File: config.mk
export PLATFORM = sky130hd
export DESIGN_NAME = bus_req_arbiter
export DESIGN_NICKNAME = d
export VERILOG_FILES = /design/src/rtl/bus_arb_pkg.sv /design/src/rtl/bus_req_arbiter_rr_pick.sv /design/src/rtl/bus_req_arbiter.sv
export SDC_FILE = /design/constraint.sdc
export NUM_CORES = 1
export LEC_CHECK = 0
export BUFFER_PORTS_ARGS = -buffer_cell sky130_fd_sc_hd__buf_2
export CAP_MARGIN = 0
export CORE_MARGIN = 2
export CORE_UTILIZATION = 35
export CTS_CLUSTER_DIAMETER = 80
export CTS_CLUSTER_SIZE = 14
export DETAILED_ROUTE_END_ITERATION = 10
export SLEW_MARGIN = 10
export SYNTH_ARGS = -nofsm -noshare
export SYNTH_HDL_FRONTEND = slang
export SYNTH_SLANG_ARGS = --single-unit
File: constraint.sdc
create_clock -name CLK -period 1.6 [get_ports CLK]
set_input_delay 0.16 -clock CLK [delete_from_list [all_inputs] [get_ports CLK]]
set_output_delay 0.16 -clock CLK [all_outputs]
set_load 0.02 [all_outputs]
File: src/rtl/bus_arb_pkg.sv
// Shared types and defaults for the coherent-bus request arbiter.
// Holds the FSM state encoding and a one-hot to binary helper.
package bus_arb_pkg;

  localparam int unsigned DEF_NUM_REQ        = 2;
  localparam int unsigned DEF_TIMEOUT_CYCLES = 50;
  localparam int unsigned MAX_REQ            = 16;
  localparam int unsigned MAX_ID_W           = 4;

  typedef enum logic [1:0] {
    IDLE   = 2'd0,
    GRANT  = 2'd1,
    ACTIVE = 2'd2
  } arb_state_t;

  // OR of the indices of all set bits; exact for one-hot or zero input.
  function automatic logic [MAX_ID_W-1:0] onehot_to_bin(input logic [MAX_REQ-1:0] oh);
    logic [MAX_ID_W-1:0] idx;
    idx = '0;
    for (int i = 0; i < MAX_REQ; i++) begin
      if (oh[i]) begin
        idx = idx | MAX_ID_W'(i);
      end
    end
    return idx;
  endfunction

endpackage

File: src/rtl/bus_req_arbiter_rr_pick.sv
// Round-robin winner selection: first request at or after ptr, wrapping.
// Lower half of the doubled vector holds requests masked below ptr, upper half the full set.
module rr_pick
  import bus_arb_pkg::*;
#(
  parameter int unsigned NUM_REQ = DEF_NUM_REQ,
  parameter int unsigned ID_W    = $clog2(NUM_REQ)
) (
  input  logic [NUM_REQ-1:0] req,
  input  logic [ID_W-1:0]    ptr,
  output logic [NUM_REQ-1:0] winner,
  output logic [ID_W-1:0]    winner_id
);

  localparam int unsigned DBL_W = 2 * NUM_REQ;

  logic [NUM_REQ-1:0] mask;
  logic [DBL_W-1:0]   dbl;
  logic               found;

  always_comb begin
    mask      = '0;
    winner    = '0;
    winner_id = '0;
    found     = 1'b0;
    for (int i = 0; i < NUM_REQ; i++) begin
      mask[i] = (ID_W'(i) >= ptr);
    end
    dbl = {req, req & mask};
    for (int i = 0; i < DBL_W; i++) begin
      if (!found && dbl[i]) begin
        found     = 1'b1;
        winner_id = ID_W'(i % NUM_REQ);
        winner    = NUM_REQ'(1) << (i % NUM_REQ);
      end
    end
  end

endmodule

File: src/rtl/bus_req_arbiter.sv
// Round-robin arbiter in front of the coherent bus controller: grants one cache at a time,
// sequences start/done with the controller and aborts stalled transactions via a watchdog.
module bus_req_arbiter
  import bus_arb_pkg::*;
#(
  parameter int unsigned NUM_REQ        = DEF_NUM_REQ,
  parameter int unsigned TIMEOUT_CYCLES = DEF_TIMEOUT_CYCLES,
  parameter int unsigned ID_W           = $clog2(NUM_REQ)
) (
  input  logic               CLK,
  input  logic               nRST,
  input  logic [NUM_REQ-1:0] req,
  input  logic               ctrl_ready,
  input  logic               ctrl_done,
  output logic [NUM_REQ-1:0] grant,
  output logic               grant_valid,
  output logic [ID_W-1:0]    grant_id,
  output logic               ctrl_start,
  output logic               timeout,
  output logic               busy
);

  localparam int unsigned     WD_W    = $clog2(TIMEOUT_CYCLES);
  localparam logic [WD_W-1:0] WD_LAST = WD_W'(TIMEOUT_CYCLES - 1);
  localparam logic [ID_W-1:0] ID_LAST = ID_W'(NUM_REQ - 1);

  arb_state_t         state_q, state_d;
  logic [ID_W-1:0]    ptr_q, ptr_d;
  logic [WD_W-1:0]    wd_q, wd_d;
  logic [NUM_REQ-1:0] grant_q, grant_d;
  logic [ID_W-1:0]    id_q, id_d;
  logic               valid_q, valid_d;
  logic               timeout_q, timeout_d;

  logic [NUM_REQ-1:0] pick_grant;
  logic [ID_W-1:0]    pick_id;
  logic [ID_W-1:0]    ptr_after;

  rr_pick #(
    .NUM_REQ (NUM_REQ),
    .ID_W    (ID_W)
  ) u_pick (
    .req       (req),
    .ptr       (ptr_q),
    .winner    (pick_grant),
    .winner_id (pick_id)
  );

  assign ptr_after = (id_q == ID_LAST) ? '0 : id_q + ID_W'(1);

  always_ff @(posedge CLK or negedge nRST) begin
    if (!nRST) begin
      state_q   <= IDLE;
      ptr_q     <= '0;
      wd_q      <= '0;
      grant_q   <= '0;
      id_q      <= '0;
      valid_q   <= 1'b0;
      timeout_q <= 1'b0;
    end else begin
      state_q   <= state_d;
      ptr_q     <= ptr_d;
      wd_q      <= wd_d;
      grant_q   <= grant_d;
      id_q      <= id_d;
      valid_q   <= valid_d;
      timeout_q <= timeout_d;
    end
  end

  // Next state; the pointer only moves when a transaction finishes or is aborted.
  always_comb begin
    state_d    = state_q;
    ptr_d      = ptr_q;
    wd_d       = wd_q;
    grant_d    = grant_q;
    id_d       = id_q;
    valid_d    = valid_q;
    timeout_d  = 1'b0;
    ctrl_start = 1'b0;
    unique case (state_q)
      IDLE: begin
        wd_d = '0;
        if (|req) begin
          state_d = GRANT;
          grant_d = pick_grant;
          id_d    = pick_id;
          valid_d = 1'b1;
        end
      end
      GRANT: begin
        if (ctrl_ready) begin
          ctrl_start = 1'b1;
          state_d    = ACTIVE;
          wd_d       = '0;
        end else if (!(|(req & grant_q))) begin
          state_d = IDLE;
          grant_d = '0;
          id_d    = '0;
          valid_d = 1'b0;
        end
      end
      ACTIVE: begin
        if (ctrl_done || (wd_q == WD_LAST)) begin
          state_d   = IDLE;
          ptr_d     = ptr_after;
          wd_d      = '0;
          grant_d   = '0;
          id_d      = '0;
          valid_d   = 1'b0;
          timeout_d = !ctrl_done;
        end else begin
          wd_d = wd_q + WD_W'(1);
        end
      end
      default: begin
        state_d = IDLE;
        grant_d = '0;
        id_d    = '0;
        valid_d = 1'b0;
      end
    endcase
  end

  assign grant       = grant_q;
  assign grant_valid = valid_q;
  assign grant_id    = id_q;
  assign timeout     = timeout_q;
  assign busy        = valid_q;

  a_grant_onehot: assert property (@(posedge CLK) disable iff (!nRST)
    $onehot0(grant));
  a_grant_valid: assert property (@(posedge CLK) disable iff (!nRST)
    ((grant != '0) == grant_valid));
  a_grant_id: assert property (@(posedge CLK) disable iff (!nRST)
    grant_valid |-> (grant_id == ID_W'(onehot_to_bin(MAX_REQ'(grant)))));

endmodule

==> results.json <==
{
  "status": "completed",
  "ys_ff_latch": 13,
  "min_from": "req[0]",
  "synth_ff_type": "dfrtp_1",
  "worst_pin_slew_ns": 0.491,
  "syn_inst": 76,
  "grt_pass1_vias": 511,
  "num_antenna_cells": 0,
  "die_w_microns": 48.7,
  "fin_skew_ns": 0.00371,
  "die_h_microns": 48.7,
  "maxCapViolations": 0,
  "drtPass1Iterations": 4,
  "combPwrFrac_pct": 44.1,
  "worstHoldPathCells": 2,
  "overflow": 0,
  "ys_seq_area_share_pct": 46.4,
  "core_sq_mm": 0.00192,
  "final-hold-violation-count": 0,
  "final_antenna_net_count": 0,
  "ys.warnings.count": 0,
  "arrival_ns": 1.68,
  "clk_pin_slew_ns": 0.08,
  "drc_errors": 0,
  "fmax_mhz": 680,
  "holdCritPathClass": "input pin to register",
  "cts_tree": "built",
  "seqPwrFrac_pct": 38.9,
  "synth_area_per_cell_sq_um": 9.22,
  "ys_async_sr_fraction_pct": 100,
  "gp_routability_congestion": 0.811,
  "ys_top_cells_by_area": "dfrtp_1 (46%), o21ai_0 (4.3%), nand2_1 (4.3%)",
  "fin_tns_setup_ns": 0,
  "regToRegStartpoint": "state_q[1]",
  "track_usage_pct": 13.0,
  "cts_htree_levels": 1,
  "ir_drop_mv": 0.712,
  "wl_per_cell_microns": 11.2,
  "power_leakage_nw": 0.402,
  "rsz0062_at_grt": "no",
  "synth_nets": 84,
  "insertion_delay_ns": 0.27,
  "synth_area_sq_um": 701,
  "yosys.cell_count.top_type": "dfrtp_1",
  "grt_max_degree": 14,
  "crit_required_ns": 1.81,
  "dieArea_sq_mm": 0.00238,
  "switching_power_w": 0.000496,
  "fin_crit_ns": 1.47,
  "syn_to_final_growth_pct": 18.4,
  "drive_gt1_share_pct": 21.5,
  "synth_common_cells": "dfrtp_1 (13), nand2_1 (8), nor2_1 (8)",
  "post_cts_buffers": 0,
  "place_inst": 115,
  "sw_frac_of_total_pct": 40.5,
  "internal-power_w": 0.000730,
  "clk_path_buf_depth": 2,
  "setup_violations": 0,
  "cts_made_buffers": 3,
  "critPathMaxFanout": 5,
  "via_per_inst": 5.01,
  "boundaryPins": 13,
  "routed_wl_mm": 1.34,
  "synth_edf_count": 0,
  "cts.sinks": 13,
  "utilization_pct": 43.2,
  "synth_top_cell_by_area": "dfrtp_1",
  "port_buffers": 12,
  "setup.worst_path.class": "register to register",
  "antenna_found_initial": 0,
  "r2r_slack_ns": 0.13,
  "hold-path-endpoint": "grant[0]",
  "ff2ff_path_depth": 4,
  "synth_cell_types": 32,
  "cp-end-kind": "register",
  "r2r-end": "wd_q[5]",
  "fin_cells": 120,
  "max_slew_margin_pct": 67.2,
  "fin_nets": 102,
  "cts-root-buf": "clkbuf_4",
  "start_kind": "register",
  "netlist.area_leader.share_pct": 46.4,
  "grt_pass1_wl_mm": 2.36,
  "first_iter_violations": 5,
  "place_hpwl_mm": 1.00,
  "fin_crit_sh_pct": 91.9,
  "p_per_area_mw_per_mm2": 1480,
  "nFillCells": 203,
  "vias": 601,
  "num_rows": 16,
  "total_power_w": 0.00123,
  "slew_violations": 0,
  "initial_core_util_pct": 36.5,
  "clkPwrFrac_pct": 16.9
}
[layout by cell type (no fill, tap or decap), types with 2 or more instances in the layout]
cell type  synthesis  final
buf_2              1     12
clkbuf_4           0      3
o21ai_0            6      6
nand3_1            4      4
inv_1              6      6
ha_1               2      2
a21o_1             2      2
nand2_1            8      8
buf_4              2      4
a21oi_1            2      2
dfrtp_1           13     13
a32o_1             2      2
nor2_1             8      8
[sequential cells by signal, indices dropped and copies added, names as in the netlist]
name and count:
ptr_q 1, state_q 2, grant 2, wd_q 6, timeout 1, busy 1
[worst max path at each step]
stage,endpoint,cells after the start,start,slack [ns]
floorplan,wd_q[5],6,state_q[0],-0.06
finish,wd_q[5],4,state_q[1],0.13
global route,wd_q[4],5,state_q[1],0.02
detailed placement,wd_q[5],4,state_q[1],0.15
global placement,wd_q[5],4,state_q[0],0.16
CTS,wd_q[5],4,state_q[1],0.12
[layer usage]
layer	wire length (microns)	vias to the layer above	GRT usage [%]
li1	-	302	-
met1	717	283	19.0
met5	0	-	0
met4	12	0	7.14
met3	44	2	2.78
met2	567	14	17.8
[critical path: stages (launching register included)]
cell and delay (ns):
dfrtp_1 0.41, or3b_1 0.38, a41o_1 0.24, or3_1 0.30, o21ai_1 0.07
[kinds of logic after synthesis]
group,share of synthesized area (%)
adder cells (fa/ha/maj),3.57
AO/OA/AOI/OAI,22.0
multiplexers,1.43
flip-flops,46.4
AND/OR/NAND/NOR,18.9
buffers and inverters,7.68
[stage by stage]
step	hold slack, ns	cell area (sq um)	setup slack, ns
global route	0.213	830	0.0236
detailed placement	0.0628	793	0.148
CTS	0.191	830	0.124
floorplan	-0.136	707	-0.0565
finish	0.202	830	0.129
global placement	0.0629	793	0.159
[power groups by stage]
stage | combinational (W) | clock, W | sequential, W
after floorplan | 0.000373 | 0 | 0.000519
after global placement | 0.000540 | 0 | 0.000479
after detailed placement | 0.000539 | 0 | 0.000482
after CTS | 0.000544 | 0.000215 | 0.000477
after global routing | 0.000602 | 0.000238 | 0.000491
final | 0.000541 | 0.000208 | 0.000478
[timing repair]
action / CTS / global route
endpoints found under the hold margin: 13 / 0
hold buffers: 1 / 0
endpoints found under the setup margin: 0 / 1
gates resized for setup: 0 / 1
[layout make-up]
class / instances / area [sq um] / area share [%]
Sequential cell: 13 / 325 / 39.2
Multi-Input combinational cell: 53 / 322 / 38.8
Inverter: 6 / 22.5 / 2.71
Clock buffer: 4 / 26.3 / 3.17
Tap cell: 27 / 33.8 / 4.07
Timing Repair Buffer: 17 / 100 / 12.1
Power figures use the tool's default switching activity.
